### src/rtl/evt_counter_mc.sv
// Multi-channel modulo event counter with per-channel load, direction,
// terminal-count pulse and sticky saturation-overflow flag.
module evt_counter_mc #(
    parameter int NUM_CH    = 4,
    parameter int MAX_COUNT = 255
) (
    input  logic                     clk_in,
    input  logic                     rst_n_in,
    input  logic [NUM_CH-1:0]        evt_in,
    input  logic [NUM_CH-1:0]        dir_in,
    input  logic [NUM_CH-1:0]        load_in,
    input  logic [$clog2(MAX_COUNT)-1:0] load_val_in,
    input  logic                     sat_in,
    input  logic [NUM_CH-1:0]        clr_ovf_in,
    output logic [NUM_CH*$clog2(MAX_COUNT)-1:0] count_out,
    output logic [NUM_CH-1:0]        tc_out,
    output logic [NUM_CH-1:0]        ovf_out
);
    localparam int CW = $clog2(MAX_COUNT);
    localparam logic [CW-1:0] TOP = CW'(MAX_COUNT - 1);

    // Out-of-range load values pin to the top of the count range.
    logic [CW-1:0] load_clamped;
    always_comb begin
        load_clamped = load_val_in;
        if (32'(load_val_in) >= MAX_COUNT) begin
            load_clamped = TOP;
        end
    end

    genvar gi;
    generate
        for (gi = 0; gi < NUM_CH; gi++) begin : g_ch
            logic [CW-1:0] count_reg, count_next;
            logic          tc_reg, tc_next;
            logic          ovf_reg, ovf_next;

            always_comb begin
                count_next = count_reg;
                tc_next    = 1'b0;
                ovf_next   = ovf_reg & ~clr_ovf_in[gi];
                if (load_in[gi]) begin
                    count_next = load_clamped;
                end else if (evt_in[gi]) begin
                    if (!dir_in[gi]) begin
                        if (count_reg == TOP) begin
                            tc_next = 1'b1;
                            if (sat_in) ovf_next = 1'b1;
                            else        count_next = '0;
                        end else begin
                            count_next = count_reg + CW'(1);
                        end
                    end else begin
                        if (count_reg == '0) begin
                            tc_next = 1'b1;
                            if (sat_in) ovf_next = 1'b1;
                            else        count_next = TOP;
                        end else begin
                            count_next = count_reg - CW'(1);
                        end
                    end
                end
            end

            always_ff @(posedge clk_in) begin
                if (!rst_n_in) begin
                    count_reg <= '0;
                    tc_reg    <= 1'b0;
                    ovf_reg   <= 1'b0;
                end else begin
                    count_reg <= count_next;
                    tc_reg    <= tc_next;
                    ovf_reg   <= ovf_next;
                end
            end

            assign count_out[gi*CW +: CW] = count_reg;
            assign tc_out[gi]             = tc_reg;
            assign ovf_out[gi]            = ovf_reg;
        end
    endgenerate
endmodule

### config.mk
export PLATFORM = sky130hd
export DESIGN_NAME = evt_counter_mc
export DESIGN_NICKNAME = d
export VERILOG_FILES = /design/src/rtl/evt_counter_mc.sv
export SDC_FILE = /design/constraint.sdc
export NUM_CORES = 1
export LEC_CHECK = 0
export BUFFER_PORTS_ARGS = -buffer_cell sky130_fd_sc_hd__buf_2
export CORE_MARGIN = 5
export CORE_UTILIZATION = 53
export CTS_CLUSTER_DIAMETER = 100
export DETAILED_ROUTE_END_ITERATION = 10
export GPL_ROUTABILITY_DRIVEN = 0
export PLACE_DENSITY = 0.79
export SYNTH_ARGS = -nofsm -noshare
export SYNTH_HDL_FRONTEND = slang
export SYNTH_SLANG_ARGS = --single-unit
### constraint.sdc
create_clock -name clk_in -period 2.5 [get_ports clk_in]
set_input_delay 0.125 -clock clk_in [delete_from_list [all_inputs] [get_ports clk_in]]
set_output_delay 0.125 -clock clk_in [all_outputs]
set_load 0.01 [all_outputs]
# After elaboration in Yosys (flattened, before gate mapping)
# Index checks and enable logic that the tools add are counted.
# op_classes
eq_ne,12
order_cmp,1
addsub,8
n_bitwise,13
n_reduce_logical,16
mux,59
# ops
op,n
2-to-1 mux 8 bit,23
2-to-1 mux 1 bit,36
adder 8 x 1 -> 8 bit (second input constant),4
== test 8 bit (second input constant),4
zero test 8 bit,4
!= test 4 bit (second input constant),8
subtractor 8 x 1 -> 8 bit (second input constant),4
AND reduction 3 bit,4
OR reduction 3 bit,4
NOT 1 bit,9
>= comparator 8 bit (second input constant),1
nonzero test 2 bit,4
AND 1 bit,4
# totals
word_cells,121
out_inout_bits,40
in_bits,27
regBits,40

# Depth between registers and ports, before layout
# Gate-level depths: netlist of run 1.
# logic_depth
word_depth,7
mapped_depth,8
mapped_depth_nobuf,7

# Least setup slack after synthesis of run 1
# No wires, ideal clock.
# synth_path
path_type,flip-flop to flip-flop
start,register g_ch[1].count_reg[0]
end,register g_ch[1].count_reg[5]
t_required_ps,2378
setup_time_ps,122
slack_ps,390
n_path_buf,1
stages_incl_launch_ff,9
period_less_slack_ps,2110
t_arrival_ps,1988
cell_sequence,dfxtp_1 -> clkbuf_1 -> inv_1 -> ha_1 -> nand3_1 -> nor4b_1 -> o21a_1 -> a2111oi_0 -> o311a_1
# synth_via
elab_chain_cells,5
word_cells_on_any_way,12
cone_classes,add/sub: 2; eq/ne: 3; mux: 5; reduce/logical: 2
# synth_rtl
item,line,text
start: declaration,34,"logic [CW-1:0] count_reg, count_next;"
start signal: assignment,71,count_reg <= count_next;
adder 8 x 1 -> 8 bit (tied with other cells),51,count_next = count_reg + CW'(1);
2-to-1 mux 8 bit (on tied branches),"46, 54",
2-to-1 mux 8 bit,45,if (!dir_in[gi]) begin
2-to-1 mux 8 bit,44,end else if (evt_in[gi]) begin
2-to-1 mux 8 bit,42,if (load_in[gi]) begin
# Parallel ways exist; a longest one is shown, timed or not. The select of a mux whose other input is x is not followed.
# A chain may end at the register's enable or synchronous reset.

# Final worst setup path of run 1
# layout_path
start,register g_ch[3].count_reg[0]
end,register g_ch[3].count_reg[6]
# layout_via
elab_chain_cells,5
word_cells_on_any_way,12
cone_classes,add/sub: 2; eq/ne: 3; mux: 5; reduce/logical: 2
# layout_rtl
item,line
start: declaration,34
start signal: assignment,71
adder 8 x 1 -> 8 bit (tied with other cells),51
2-to-1 mux 8 bit (on tied branches),"46, 54"
2-to-1 mux 8 bit,45
2-to-1 mux 8 bit,44
2-to-1 mux 8 bit,42
# Parallel ways exist; a longest one is shown, timed or not. The select of a mux whose other input is x is not followed.

==> flow_results.org, run 1 <==
** Flow run
- Max-cap viol count :: 0

** Synth
- Number of warnings issued by yosys :: 0
- The mapped netlist covers 3820 um2.
- For this run, asynchronously set or reset flops after synthesis account for 0%.
- Synthesis handed over a netlist of 516 instances.
- By count the netlist is led by 40 x dfxtp_1, 37 x a21oi_1, 30 x nand3_1, 30 x o21ai_0.
- Library cell occupying the most area in the post-synthesis netlist :: dfxtp_1
- Number of flops mapped to enable cells by yosys :: 0
- Of the synthesized area, sequential elements account for 21.0%.
- The number of nets handed over by synthesis was 559.
- Most common cell in the netlist :: dfxtp_1
- Among all flip-flop cells after synthesis, the most frequent one is dfxtp_1.
- The netlist uses 75 different library cells.
- Top cells by area in the synthesized netlist :: dfxtp_1 21%, ha_1 5.2%, a21oi_1 4.8%
- Counting flops and latches in the post-synthesis netlist gives 40.
- The share of synthesized area in the top cell type comes to 21.0%.
- Mean cell area of the mapped netlist :: 7.41 um2

** GRT
- For met3 alone, demand over resource in global routing was 3.43%.
- GR Util All Layers :: 25.8%
- For this run the aggregate overflow at the end of global routing stands at 0.
- Number of global-route vias before repair :: 3867
- The first global-routing pass estimated 19100 um of wire.
- Global routing consumed, on the met2 layer, 40.8% of the routing resources.
- In the global route stage, met1 resource usage came out at 36.9%.
- The initial antenna violation count is 0.
- The global routing stage identified its most utilized layer as met2.
- Largest net degree at the start of global routing :: 32

** Outcome
- Result of the run :: complete, no violations

** Setup path
- The critical path is of the reg2reg type.
- Data on the critical path is required at its endpoint by 2.69 ns.
- CP Max Fanout :: 7
- Data on the critical path arrives at its endpoint at 2.51 ns.
- The worst setup path is launched from a register.
- STA classifies the critical path endpoint as a register.

** Timing
- Counting I/O delays and the setup requirement, the final critical path takes 2.33 ns.
- Highest achievable clock rate :: 430 MHz
- After routing, the total negative slack on setup checks comes to 0 ns.
- Dividing the final minimum period by the clock period gives 93.0%.
- On the final layout, the worst clock skew is 0.0126 ns.
- On the final layout, the worst hold slack is 0.102 ns.
- At the pin with the least slew margin, the transition time is 0.624 ns.
- In this run the tightest slew margin relative to its limit is 58.0%.
- Final setup fails :: 0
- Worst Slack Setup Final :: 0.174 ns
- Setup repair after global routing left no endpoint under its margin.
- Max-slew violation count :: 0
- Fin. Hold Viols :: 0

** Placement
- Half-perimeter wire length after placement :: 8480 um
- Instance count after placement with tap cells included :: 648
- Count of input and output buffers :: 66
- Prior to clock tree synthesis, the placed netlist has a worst setup slack of 0.229 ns.

** Worst hold path
- Worst min-delay path class :: in2reg

** Floorplan
- Vert. Die Dim :: 94.9 um
- Row Count :: 31
- I/O pin total :: 67
- Once the floorplan was initialized, standard cells occupied 53.5% of the core.
- The die covers 9010 um2.
- Core region area :: 7140 um2
- Die Wd :: 94.9 um

** Routing
- Drt first pass iters :: 4
- Detailed Route Iter0 Violations :: 331
- Dividing the detail-routed via count by the number of cells gives 6.60.
- Number of remaining DRC errors :: 0
- Total detailed-routing wirelength :: 11400 um
- In the final routed layout, each cell accounts on average for 17.5 um.
- Summing over every cut layer, the via total after detailed routing is 4320.
- Post-route antenna net violation count :: 0

** Clock tree
- TritonCTS built the clock tree.
- Clock-pin slew reported for the worst setup and hold paths after clock tree synthesis :: 0.08 ns
- The H-tree generated during clock tree synthesis spans 2 levels.
- Hold repair after CTS inserted 0 buffers.
- Number of buffers on the longest clock path :: 2
- Clock sink count :: 40
- For the worst-skew pair, the clock arrives at the later sink with an insertion delay of 0.29 ns.
- In this run, CTS created clock tree buffers numbering 5.
- CTS placed an instance of clkbuf_8 at the clock tree root.

** Power
- Summed over all cells, the static leakage comes to 0.00168 uW.
- The worst-case IR drop observed on VDD is 0.000218 V.
- Power Dens Cells :: 449 nW/um2

** Layout
- The register with the most flip-flops in the layout has 32 of them.
- For this run, the number of standard cells in the final layout without fillers is 655.
- At the end of the flow, the number of nets in the layout was 599.
- Fraction of layout cells with a size suffix above 1 :: 18.9%
- Area overhead of the layout relative to synthesis :: 10.9%
- The repair_antennas step left the layout with diodes totalling 0.
- At the end of the flow the core is filled with cells to 59.4%.
## cells in the final DEF (no fill, tap or decap), types with 5 or more instances in the layout
cell type	n
buf_2	66
nor4_1	8
clkbuf_8	5
a31oi_1	12
o311a_1	8
a211oi_1	10
inv_1	29
nor2_1	26
a221oi_1	8
or3_1	7
nand4_1	7
nand2b_1	12
o22ai_1	6
dfxtp_1	40
and3_1	8
o2111ai_1	7
xor2_1	7
ha_1	16
o21ai_0	30
nand2_1	27
a21boi_0	5
a21o_1	5
nor3_1	17
o31ai_1	5
buf_4	14
o21a_1	6
nor2b_1	8
mux2i_1	6
nand3_1	30
a21oi_1	37
## per-stage QoR
stage | cell area [um2] | total power (uW)
4_1_cts | 4230 | 1890
5_1_grt | 4240 | 2030
3_3_place_gp | 4150 | 1460
2_1_floorplan | 3820 | 1270
6_report | 4240 | 1900
3_5_place_dp | 4150 | 1480
## cell families (layout without fill, tap and decap cells)
group | after synthesis | in the layout | synth area share [%]
DFF | 40 | 40 | 21.0
and+or+nand+nor | 182 | 182 | 27.1
xor gates and xnor gates | 9 | 9 | 2.06
AOI/OAI and AO/OA | 183 | 183 | 33.7
muxes | 7 | 7 | 1.87
adders and majority gates | 16 | 16 | 5.24
buffers and inverters | 79 | 119 | 9.14
## power by group
| part | leakage (uW) | switching, uW | internal (uW) |
|---|---|---|---|
| Sequential | 0.000331 | 101 | 684 |
| Clock | 0.0000400 | 229 | 189 |
| Combinational | 0.00131 | 406 | 293 |
## layer usage
metal / part of all wire (%) / vias to the layer above
met5: 0 / -
met4: 2.3 / 0
met3: 9.1 / 29
met2: 46 / 237
met1: 42 / 2005
li1: - / 2049
## critical path: stages, from the launching register on
cell,delay [ns]
dfxtp_1,0.37
inv_1,0.14
ha_1,0.15
nor4b_2,0.39
nand3_1,0.29
a21oi_1,0.41
a2111oi_0,0.13
o311a_1,0.34
## cell type report
| class | instances | area (um2) |
|---|---|---|
| fillers | 706 | 2900 |
| multi-input cells | 397 | 2680 |
| flip-flops and latches | 40 | 801 |
| repair buffers | 80 | 435 |
| well taps | 99 | 124 |
| inverters | 32 | 120 |
| clock buffers | 5 | 68.8 |
| clock inverters | 2 | 12.5 |
## path summary, 6_finish.rpt
path | start | to | slack (ns) | depth (start not counted)
setup / recovery | g_ch[3].count_reg[0] | g_ch[3].count_reg[6] | 0.17 | 7
setup reg to reg | g_ch[3].count_reg[0] | g_ch[3].count_reg[6] | 0.17 | 7
hold / removal | clr_ovf_in[2] | g_ch[2].ovf_reg | 0.10 | 3
hold reg to reg | g_ch[2].ovf_reg | g_ch[2].ovf_reg | 0.48 | 2
## timing repair
item	CTS	global route
endpoints found under the setup margin	0	2
buffers inserted	0	0
gates resized for setup	0	1
Note: power is estimated with default switching activity, not from simulation.
==> inputs of run 2 (changes only) <==
--- a/config.mk
+++ b/config.mk
@@ -12,6 +12,7 @@
 export DETAILED_ROUTE_END_ITERATION = 10
 export GPL_ROUTABILITY_DRIVEN = 0
 export PLACE_DENSITY = 0.79
+export REMOVE_ABC_BUFFERS = 1
 export SYNTH_ARGS = -nofsm -noshare
 export SYNTH_HDL_FRONTEND = slang
 export SYNTH_SLANG_ARGS = --single-unit
==> flow_results.org, run 2 (synthesis results as in run 1) <==
** Outcome
- The run finished with clean final reports.

** Timing
- The number of hold-slack violations in the final timing report came to 0.
- In the finished design, the share of the clock period the worst path needs comes to 94.7%.
- Between clock sinks in the finished design, the worst skew comes to 0.0155 ns.
- Highest achievable clock rate :: 422 MHz
- For the finished layout, the period the worst path requires is 2.37 ns.
- Max-slew violation count :: 0
- Setup_tns :: 0 ns
- Unrepaired setup endpoints after global routing :: no
- Worst-margin pin slew :: 0.778 ns
- Measured against its own limit, the worst slew margin works out to 47.6%.
- Setup violations remaining at the end of the flow were counted as 0.

** Setup path
- The largest individual stage delay along the critical path comes from the cell nor4b_2.
- Startpoint type of the worst setup path :: register
- Grouping stages by cell kind, the critical path spends the most delay in compound AO/OA/AOI/OAI gates.
- Together, buffers and inverters on the worst path number 1.
- Worst reg2reg endpoint :: g_ch[3].count_reg[6]
- Crit path capture :: g_ch[3].count_reg[6]
- The critical path is of the reg2reg type.
- Data on the critical path is required at its endpoint by 2.71 ns.
- The setup check on the worst reg-to-reg path leaves a slack of 0.13 ns.
- Logic depth of the worst register-to-register path :: 7
- The worst setup path is captured at a register.
- Arrival time of the worst setup path :: 2.57 ns
- CP Max Fanout :: 7
- Critical Path, Cell by Cell :: inv_1 -> ha_1 -> nor4b_2 -> nand3_1 -> a21oi_1 -> a2111oi_0 -> o311a_1
- Critical path launch point :: g_ch[3].count_reg[0]
- Launch instance of the worst register-to-register path :: g_ch[3].count_reg[0]
- Stage delay of the slowest cell on the critical path :: 0.45 ns
- The critical path runs through a total of 7 cells.

** Layout
- Post-Layout Cell Count :: 654
- The finished cells cover 4270 um2.
- In the final layout, the share of cells above drive strength 1 is 18.9%.
- The register with the most flip-flops in the layout has 32 of them.
- Most frequent cells in the layout :: 66 x buf_2, 40 x dfxtp_1, 36 x a21oi_1
- Area overhead of the layout relative to synthesis :: 11.7%
- Ant. Diodes :: 0
- The library cell used most frequently in the layout, excluding fill and tap cells, is buf_2.
- In the final layout, the multi-input gates occupy 2680 um2.
- At the end of the flow, the number of nets in the layout was 597.
- Storage element area :: 801 um2
- The layout has 687 filler cells.

** Floorplan
- Core region area :: 7140 um2
- Die Wd :: 94.9 um
- 67 I/O pins were placed.
- Vert. Die Dim :: 94.9 um
- Initial cell density of the core :: 53.5%
- Row Count :: 31
- Die area :: 9010 um2

** Routing
- In the detailed route, the total length drawn on met3 is 1240 um.
- WL met2 :: 5440 um
- Via-to-Cell Ratio :: 6.72
- After detailed routing, the number of remaining DRC violations is 0.
- Drt first pass iters :: 4
- Vias after detailed routing :: 4398
- Post-route antenna net violation count :: 0
- Signal routing reaches up to met4.
- Total detailed-routing wirelength :: 11600 um
- In the final routed layout, each cell accounts on average for 17.8 um.
- Detailed Route Iter0 Violations :: 278
- In the final routing, the length of wire on met1 measures 4750 um.

** Placement
- Instance count after placement with tap cells included :: 646
- Detailed placement finished with a half-perimeter wire length of 8440 um.
- Once placement finished, the instance area stood at 4140 um2.
- Count of input and output buffers :: 66

** Clock tree
- Hold repair after CTS inserted 0 buffers.
- Clock latency on the worst-skew pair, taken at its later pin, is 0.31 ns.
- Clock tree from TritonCTS :: done
- H-Tree Level Count :: 2
- Number of buffers on the longest clock path :: 2
- Clock root buffer :: clkbuf_8
- Count of instances resized after the clock tree is built :: 0
- Buffers inserted by post-CTS timing repair :: 0
- Counting every sink on the clock net gives 40.
- After clock tree synthesis, the clock-pin slew on the worst setup and hold paths is 0.10 ns.
- CTS Buf Count :: 5

** Power
- Power Dens Cells :: 486 nW/um2
- In this run the static leakage power is 0.00169 uW.
- Worst IR Drop VDD :: 0.000262 V
- Overall power of the completed layout :: 2070 uW

** GRT
- The first global-routing pass estimated 19000 um of wire.
- Number of global-route vias before repair :: 3968
- Entering global routing, the biggest net connects 32 pins.
- GR Util All Layers :: 25.8%
- The initial antenna violation count is 0.
- Summed over all layers, the global routing overflow is 0.

** Worst hold path
- Worst min-delay path class :: in2reg

** Flow run
- Max-cap viol count :: 0
## run 2: cell count changes in the layout (fill, tap and decap cells not counted)
cell / delta
a21oi_1: -1
bufinv_16: +1
buf_4: -2
clkinvlp_4: -1
clkbuf_8: +1
clkinv_4: +1
a21oi_2: +1
clkinv_2: -1
## run 2: how the worst min path moves through the flow
stage,slack (ns),to,cells past startpoint,startpoint
after floorplan,0.24,g_ch[3].count_reg[0],1,load_in[3]
after global placement,0.39,g_ch[2].ovf_reg,3,clr_ovf_in[2]
after detailed placement,0.42,g_ch[2].ovf_reg,3,clr_ovf_in[2]
after CTS,0.09,g_ch[2].ovf_reg,3,clr_ovf_in[2]
after global routing,0.11,g_ch[2].ovf_reg,3,clr_ovf_in[2]
final,0.08,g_ch[2].ovf_reg,3,clr_ovf_in[2]
## run 2: final cells by class
type                    count  area share, %
clock buffers               6           1.93
clock inverters             2          0.909
inverters                  32           2.81
multi-input cells         397           62.8
flip-flops and latches     40           18.8
well taps                  99           2.90
repair buffers             78           9.85
## run 2: worst min-delay path, cell delays in order
cell and delay (ns):
buf_2 0.07, nand2b_1 0.10, a21oi_1 0.06
## run 2: where the power goes
part           leakage [uW]  internal, uW  switching, uW
Sequential         0.000331           684            104
Combinational       0.00130           290            403
Clock             0.0000614           327            265
Total               0.00169          1300            772
## run 2: layer usage
metal / up-vias / track usage (%)
met1: 2021 / 34.5
met2: 297 / 42.0
met5: - / 0
met4: 0 / 8.41
li1: 2049 / -
met3: 31 / 4.70
## run 2: through the flow
stage	worst slack, ns	utilization, %	hold WS, ns
after global routing	0.0489	59.8	0.108
after CTS	0.170	59.7	0.0881
after floorplan	0.339	-	0.237
after global placement	0.252	58.0	0.388
after detailed placement	0.188	58.0	0.419
final	0.132	59.8	0.0757
